File: src/rtl/tx_frame_ctrl.sv
// -----------------------------------------------------------------------------
// tx_frame_ctrl
//   Transmit sequencer in front of an 8b/10b encoder. After reset it sends a
//   link bring-up run of K28.5 commas. Once the link is up it frames payload
//   bytes from a valid/ready source as K27.7 (SOF), data bytes, K29.7 (EOF).
//   Gaps between frames are filled with K28.5. A frame that underruns or
//   overruns MAX_LEN is terminated with K30.7, and the rest of that frame is
//   discarded. Exactly one symbol is presented to the encoder per clock.
//
// Ports
//   clk       in   clock, all state updates on posedge
//   reset     in   asynchronous, active-high reset
//   in_valid  in   upstream byte valid, held with data until accepted
//   in_data   in   upstream payload byte
//   in_last   in   final byte of a frame, qualified by in_valid
//   in_ready  out  byte accepted on a posedge where in_valid & in_ready
//   enc_data  out  symbol for the encoder data input (registered)
//   enc_k     out  control-symbol flag for the encoder (registered)
//   enc_enb   out  encoder enable (registered)
//   link_up   out  high once the sync run has completed, sticky (registered)
// -----------------------------------------------------------------------------
module tx_frame_ctrl #(
  parameter int SYNC_LEN = 4,
  parameter int IDLE_MIN = 2,
  parameter int MAX_LEN  = 16
) (
  input  logic       clk,
  input  logic       reset,
  input  logic       in_valid,
  input  logic [7:0] in_data,
  input  logic       in_last,
  output logic       in_ready,
  output logic [7:0] enc_data,
  output logic       enc_k,
  output logic       enc_enb,
  output logic       link_up
);

  localparam int SW = $clog2(SYNC_LEN + 1);
  localparam int IW = $clog2(IDLE_MIN + 1);
  localparam int BW = $clog2(MAX_LEN + 1);

  localparam logic [SW-1:0] SYNC_LEN_C = SW'(SYNC_LEN);
  localparam logic [IW-1:0] IDLE_MIN_C = IW'(IDLE_MIN);
  localparam logic [BW-1:0] MAX_LEN_C  = BW'(MAX_LEN);

  localparam logic [7:0] K_IDLE  = 8'hBC;  // K28.5
  localparam logic [7:0] K_SOF   = 8'hFB;  // K27.7
  localparam logic [7:0] K_EOF   = 8'hFD;  // K29.7
  localparam logic [7:0] K_ABORT = 8'hFE;  // K30.7

  // The state always names the symbol currently driven on enc_data/enc_k.
  localparam logic [2:0] ST_SYNC  = 3'd0;
  localparam logic [2:0] ST_IDLE  = 3'd1;
  localparam logic [2:0] ST_SOF   = 3'd2;
  localparam logic [2:0] ST_DATA  = 3'd3;
  localparam logic [2:0] ST_EOF   = 3'd4;
  localparam logic [2:0] ST_ABORT = 3'd5;
  localparam logic [2:0] ST_DROP  = 3'd6;

  logic [2:0]    state_reg,    state_next;
  logic [SW-1:0] sync_cnt_reg, sync_cnt_next;
  logic [IW-1:0] idle_cnt_reg, idle_cnt_next;
  logic [BW-1:0] byte_cnt_reg, byte_cnt_next;
  // Set while the byte on enc_data carried in_last: the following symbol must
  // be EOF, so no further byte may be taken in that cycle.
  logic          last_reg,     last_next;
  logic [7:0]    enc_data_reg, enc_data_next;
  logic          enc_k_reg,    enc_k_next;
  logic          enc_enb_reg,  enc_enb_next;
  logic          link_up_reg,  link_up_next;

  logic          accept;
  logic [IW-1:0] idle_inc;

  assign enc_data = enc_data_reg;
  assign enc_k    = enc_k_reg;
  assign enc_enb  = enc_enb_reg;
  assign link_up  = link_up_reg;

  // Ready is a function of registered state only, never of in_valid.
  always_comb begin
    in_ready = 1'b0;
    case (state_reg)
      ST_SOF:  in_ready = 1'b1;
      ST_DATA: in_ready = (byte_cnt_reg < MAX_LEN_C) && !last_reg;
      ST_DROP: in_ready = 1'b1;
      default: in_ready = 1'b0;
    endcase
  end

  assign accept = in_valid && in_ready;

  // idle_cnt counts gap symbols including the one on the line now, so the
  // gap between EOF/abort and SOF is exactly IDLE_MIN symbols when a frame
  // is already waiting.
  assign idle_inc = (idle_cnt_reg == IDLE_MIN_C) ? idle_cnt_reg
                                                 : idle_cnt_reg + IW'(1);

  always_comb begin
    state_next    = state_reg;
    sync_cnt_next = sync_cnt_reg;
    idle_cnt_next = idle_cnt_reg;
    byte_cnt_next = byte_cnt_reg;
    last_next     = last_reg;
    link_up_next  = link_up_reg;
    enc_enb_next  = 1'b1;
    enc_data_next = K_IDLE;
    enc_k_next    = 1'b1;

    case (state_reg)
      ST_SYNC: begin
        if (sync_cnt_reg == SYNC_LEN_C) begin
          link_up_next  = 1'b1;
          state_next    = ST_IDLE;
          idle_cnt_next = '0;
        end else begin
          sync_cnt_next = sync_cnt_reg + SW'(1);
        end
      end

      ST_IDLE: begin
        idle_cnt_next = idle_inc;
        if (idle_inc >= IDLE_MIN_C && in_valid) begin
          state_next    = ST_SOF;
          enc_data_next = K_SOF;
          byte_cnt_next = '0;
          last_next     = 1'b0;
        end
      end

      ST_SOF, ST_DATA: begin
        if (accept) begin
          enc_data_next = in_data;
          enc_k_next    = 1'b0;
          byte_cnt_next = byte_cnt_reg + BW'(1);
          last_next     = in_last;
          state_next    = ST_DATA;
        end else if (state_reg == ST_DATA && last_reg) begin
          enc_data_next = K_EOF;
          state_next    = ST_EOF;
        end else begin
          // Underrun in SOF/DATA, or MAX_LEN reached without a last byte.
          enc_data_next = K_ABORT;
          state_next    = ST_ABORT;
        end
      end

      ST_EOF: begin
        state_next    = ST_IDLE;
        idle_cnt_next = '0;
      end

      ST_ABORT: begin
        // Nothing left to discard if the frame's last byte was already taken.
        if (last_reg) begin
          state_next    = ST_IDLE;
          idle_cnt_next = '0;
        end else begin
          state_next    = ST_DROP;
        end
      end

      ST_DROP: begin
        if (accept && in_last) begin
          state_next    = ST_IDLE;
          idle_cnt_next = '0;
        end
      end

      default: begin
        state_next = ST_SYNC;
      end
    endcase
  end

  always_ff @(posedge clk or posedge reset) begin
    if (reset) begin
      state_reg    <= ST_SYNC;
      sync_cnt_reg <= '0;
      idle_cnt_reg <= '0;
      byte_cnt_reg <= '0;
      last_reg     <= 1'b0;
      enc_data_reg <= K_IDLE;
      enc_k_reg    <= 1'b1;
      enc_enb_reg  <= 1'b0;
      link_up_reg  <= 1'b0;
    end else begin
      state_reg    <= state_next;
      sync_cnt_reg <= sync_cnt_next;
      idle_cnt_reg <= idle_cnt_next;
      byte_cnt_reg <= byte_cnt_next;
      last_reg     <= last_next;
      enc_data_reg <= enc_data_next;
      enc_k_reg    <= enc_k_next;
      enc_enb_reg  <= enc_enb_next;
      link_up_reg  <= link_up_next;
    end
  end

endmodule

File: config.mk
export PLATFORM = sky130hd
export DESIGN_NAME = tx_frame_ctrl
export DESIGN_NICKNAME = d
export VERILOG_FILES = /design/src/rtl/tx_frame_ctrl.sv
export SDC_FILE = /design/constraint.sdc
export NUM_CORES = 1
export LEC_CHECK = 0
export CORE_MARGIN = 10
export CORE_UTILIZATION = 54
export DETAILED_ROUTE_END_ITERATION = 7
export DONT_BUFFER_PORTS = 1
export GPL_ROUTABILITY_DRIVEN = 0
export HOLD_SLACK_MARGIN = 0.08
export PLACE_DENSITY = 0.79
export SKIP_CTS_REPAIR_TIMING = 1
export SYNTH_ARGS = -nofsm -noshare
export SYNTH_HDL_FRONTEND = slang
export SYNTH_SLANG_ARGS = --single-unit
File: constraint.sdc
create_clock -name clk -period 1.8 [get_ports clk]
set_input_delay 0.36 -clock clk [delete_from_list [all_inputs] [get_ports clk]]
set_output_delay 0.36 -clock clk [all_outputs]
set_load 0.01 [all_outputs]
# == Word-level counts from Yosys, hierarchy flattened ==
# Cells that the tools add are included.
# Widths: inputs -> output; s select.
# word_totals
reg_bits,25
input_bits,12
output_inout_bits,12
wordCells,69
# classes
n_addsub,3
magnitude_cmp,2
eq_ne,13
muxes,25
bitwise_logic,1
reduce_logical,16
# op_table
operator,n
$pmux 3 s6,1
$pmux 8 s2,1
$mux 3,5
$eq 3x3->1 const B,4
$mux 2,5
$mux 5,2
$ne 2x2->1 const B,5
$pmux 2 s5,1
$pmux 5 s2,1
$mux 8,1
$mux 7,1
$eq 3x2->1 const B,2
$reduce_and 3->1,2
$add 5x1->5 const B,1
$logic_and 1x1->1,5
$lt 5x5->1 const B,1
$mux 1,5
$reduce_bool 5->1,1
$pmux 1 s2,2
$reduce_and 2->1,2
$reduce_and 4->1,1
$reduce_or 2->1,2
$add 3x1->3 const B,1
$eq 3x1->1 const B,1
other kinds (7),7

# == Longest topological paths before layout ==
# depth
ltp_word,7
depth_mapped,5
mapped_depth_nobuf,5

# == Least setup slack after synthesis ==
# No wires, ideal clock.
# synth_timing
kind,reg2reg
startpoint,register state_reg[1]
endpoint,register byte_cnt_reg[0]
setup_time_ns,0.125
arrival_ns,1.378
required_ns,1.675
path_slack_ns,0.298
stages_incl_launch_ff,5
n_path_buf,1
period_less_slack_ns,1.502
cell_sequence,dfrtp_1 buf_2 or3b_1 o22a_1 mux2_2
# synth_between
elab_chain_len,6
word_cells_on_any_way,13
classes_between,eq/ne (6); mux (2); reduce/logical (5)
# synth_rtl
element,line_no,source
"start, declared",61,"logic [2:0] state_reg, state_next;"
"start signal, assigned",189,state_reg <= state_next;
$eq 3x3->1 or $eq 3x2->1 (tied branches),"84, 111",
$reduce_or 2->1 (no line),--,
$pmux 1 s2,84,case (state_reg)
$logic_and 1x1->1,92,assign accept = in_valid && in_ready;
$ne 2x2->1 (no line),--,
$reduce_and 3->1 (no line),--,
"end signal, assigned",192,byte_cnt_reg <= byte_cnt_next;
"end, declared",64,"logic [BW-1:0] byte_cnt_reg, byte_cnt_next;"
# Several ways; a longest one is shown, not always the timed one.
# A chain may end at the register's enable or synchronous reset.

# == Final worst setup path ==
# layout_timing
startpoint,register state_reg[2]
endpoint,output port in_ready
# layout_between
elab_chain_len,3
word_cells_on_any_way,5
classes_between,eq/ne (3); mux (1); reduce/logical (1)
# layout_rtl
element,line_no,source
$eq 3x3->1 or $eq 3x2->1 (tied branches),84,
$reduce_or 2->1 (no line),--,
$pmux 1 s2 *,84,
"end, declared",32,"output logic in_ready,"
# Mark *: on every way between the ends. The rest lies on a longest branch, timed or not.

==> results.toml <==
[drt]
antenna_left = 0
via_count = 882
totalWireLength_mm = 2.52
route.detailed.wl_per_inst_um = 17.0
detail_route.iter0.violations = 33
post_detailed_route_drc_marker_count = 0
route.detailed.vias_per_inst = 5.96
detailedRoute.firstPassIterationCount = 4

[clock_tree]
clock_path_buffers = 2
cts_root_buf = "sky130_fd_sc_hd__clkbuf_4"
worst_setup_hold_path_clk_slew_ns = 0.14
cts_inserted_buffers = 3
cts_tree = "done"
clock-sinks = 25
clk_latency_ns = 0.32
cts_htree_levels = 1

[logic_synthesis]
synthesized_area_divided_by_synthesized_cell_count_um2 = 10.7
synth_nets = 133
syn-cell-area_mm2 = 0.00125
top_post_synthesis_cells_by_area = "sky130_fd_sc_hd__dfrtp_1 (38%), sky130_fd_sc_hd__dfstp_2 (13%), sky130_fd_sc_hd__ha_1 (4.0%)"
instance_count_of_the_mapped_netlist = 117
synth_top_cell_area_share_pct = 38.0
synth.distinct_cells = 40
synthesis.yosys.warnings = 0
synth-seq-cells = 25
synth-seq-area-share_pct = 50.5
synth_largest_area_cell = "sky130_fd_sc_hd__dfrtp_1"

[global_routing]
use_met1_pct = 14.4
global_route.usage.met2_pct = 17.9
track_usage_pct = 11.8
grt_antenna_before_repair = 0
gr_peak_layer = "met2"
largest_net_degree_at_the_start_of_global_routing = 17
grt_pass1_vias = 884
gr-total-overflow = 0
wire_length_of_the_first_global_routing_pass_mm = 4.17
global_route.usage.met3_pct = 4.73

[floorplan]
die_width_um = 68.2
floorplan.io_pins = 24
die_height_um = 68.2
starting_density_of_the_core_pct = 56.6
core.rowCount = 17
floorplan.die_area_mm2 = 0.00465
floorplan.core_area_mm2 = 0.00221

[power_and_ir_drop]
peakVddDrop_mv = 0.859
power.density_mw_per_mm2 = 1640
p_leak_nw = 0.565

[critical_path]
worst-setup-path-type = "flip-flop to output port"
critPathLaunchType = "flip-flop"
path_max_fanout = 11
arrival_ns = 1.34
timing.critical_path.to_type = "output port"
cp.required_ns = 1.44

[timing]
setup_tns_ns = 0
slew_violations = 0
period_needed_ns = 1.70
layout_setup_ws_ns = 0.104
setup_repair_after_global_routing_missed_its_margin = "false"
max_freq_mhz = 590
final_layout_worst_hold_slack_ns = 0.133
final.setup_skew_ns = 0.00296
report.final.hold_viol_count = 0
finalSetupViolations = 0
final_min_period_over_clock_period_pct = 94.2

[final_layout]
final_common_cell = "sky130_fd_sc_hd__dfrtp_1"
areaGrowthSynthToFinish_pct = 8.29
finalNetCount = 137
largest_register_ffs = 8
finish.instance_area_mm2 = 0.00136
final_cell_count_no_fill = 148
antenna_cells = 0
post_route_cells_drive_above_1_share_pct = 19.2
layout.cells.most_common_list = "sky130_fd_sc_hd__dfrtp_1 (18), sky130_fd_sc_hd__o21ai_0 (9), sky130_fd_sc_hd__inv_1 (7)"

[run_status]
run_status = "complete, no violations"

[place]
place.detailed.instances = 143
post-place-ws_ns = 0.254
placed_cell_area_mm2 = 0.00131
io_buffers = 0
dpl.hpwl_mm = 1.93

[worst_hold_path]
min-delay-path-class = "primary input to flip-flop"

[flow_run]
drv.max_cap_violation_count = 0
[power breakdown]
| part | switching (mW) | total [mW] | internal (mW) | leakage (nW) |
|---|---|---|---|---|
| Sequential | 0.218 | 1.00 | 0.787 | 0.301 |
| Combinational | 0.507 | 0.954 | 0.447 | 0.250 |
| Clock | 0.176 | 0.261 | 0.0851 | 0.0139 |
| Total | 0.901 | 2.22 | 1.32 | 0.565 |
[metrics by stage]
stage                     utilization, %  power, mW
final                               61.3       2.22
after global routing                61.3       2.40
after CTS                           60.6       2.22
after detailed placement            59.2       1.96
after global placement              59.2       1.90
after floorplan                        -       1.71
[final cells by class]
| class | count | area, µm² |
|---|---|---|
| clock inverters | 1 | 7.51 |
| clock buffers | 3 | 22.5 |
| well taps | 28 | 35.0 |
| inverters | 7 | 26.3 |
| fillers | 199 | 856 |
| flip-flops and latches | 25 | 634 |
| multi-input cells | 78 | 571 |
| repair buffers | 6 | 60.1 |
[routing by layer]
layer	share of wire [%]	wire length (µm)
met1	45	1130
met4	1.1	29
met2	45	1120
met3	9.3	234
met5	0	0
[cell usage after synthesis]
cell	count
sky130_fd_sc_hd__nor3b_1	1
sky130_fd_sc_hd__o221a_2	1
sky130_fd_sc_hd__nand3b_1	2
sky130_fd_sc_hd__o21a_1	2
sky130_fd_sc_hd__a221o_1	1
sky130_fd_sc_hd__nor3_1	3
sky130_fd_sc_hd__or3_1	5
sky130_fd_sc_hd__xnor2_1	2
sky130_fd_sc_hd__buf_2	1
sky130_fd_sc_hd__o21bai_1	1
sky130_fd_sc_hd__a32o_1	1
sky130_fd_sc_hd__and2_1	1
sky130_fd_sc_hd__mux2_2	1
sky130_fd_sc_hd__nand4b_1	2
sky130_fd_sc_hd__inv_1	7
sky130_fd_sc_hd__and3b_1	2
sky130_fd_sc_hd__o21ai_0	9
sky130_fd_sc_hd__nor2_1	2
sky130_fd_sc_hd__a21o_1	3
sky130_fd_sc_hd__a31oi_1	1
sky130_fd_sc_hd__clkbuf_1	6
sky130_fd_sc_hd__o22a_1	1
sky130_fd_sc_hd__conb_1	1
sky130_fd_sc_hd__ha_1	4
sky130_fd_sc_hd__nand3_1	4
sky130_fd_sc_hd__nand2_1	6
sky130_fd_sc_hd__a22oi_1	2
sky130_fd_sc_hd__a22o_1	2
sky130_fd_sc_hd__a31o_2	2
sky130_fd_sc_hd__o31ai_1	2
sky130_fd_sc_hd__nor2b_1	3
sky130_fd_sc_hd__a21oi_1	3
sky130_fd_sc_hd__or3b_1	1
sky130_fd_sc_hd__or3b_2	1
sky130_fd_sc_hd__a21boi_0	2
sky130_fd_sc_hd__dfrtp_1	19
sky130_fd_sc_hd__dfstp_2	6
sky130_fd_sc_hd__or4_1	1
sky130_fd_sc_hd__a2111oi_4	1
sky130_fd_sc_hd__mux2i_1	2
[critical path, cell delays in order, from the launching register on]
cell and delay [ns]:
sky130_fd_sc_hd__dfrtp_2 0.50, sky130_fd_sc_hd__o31ai_2 0.29, sky130_fd_sc_hd__and2_1 0.22
[worst paths after layout]
| path | startpoint | endpoint | slack [ns] | cells past startpoint |
|---|---|---|---|---|
| max in group asynchronous | reset | enc_data[5] | 0.82 | 3 |
| worst max-delay path | state_reg[2] | in_ready | 0.10 | 2 |
| worst min-delay path | in_data[4] | enc_data[4] | 0.13 | 1 |
| worst min register to register | byte_cnt_reg[3] | byte_cnt_reg[3] | 0.50 | 1 |
| worst max register to register | sync_cnt_reg[0] | sync_cnt_reg[2] | 0.24 | 5 |
| min in group asynchronous | reset | state_reg[0] | 0.46 | 2 |
[cells by family (layout without fill, tap and decap cells)]
family                     count (synthesis)  count (layout)  share of synthesized area [%]
DFF                                       25              25                           50.5
buffers and inverters                     14              17                           4.30
other                                      1               1                          0.299
AOI/OAI and AO/OA                         34              34                           20.7
and+or+nand+nor                           34              34                           16.3
muxes                                      3               3                           2.50
xor gates and xnor gates                   2               2                           1.40
adders and majority gates                  4               4                           4.00
(Power assumes the default switching activity.)
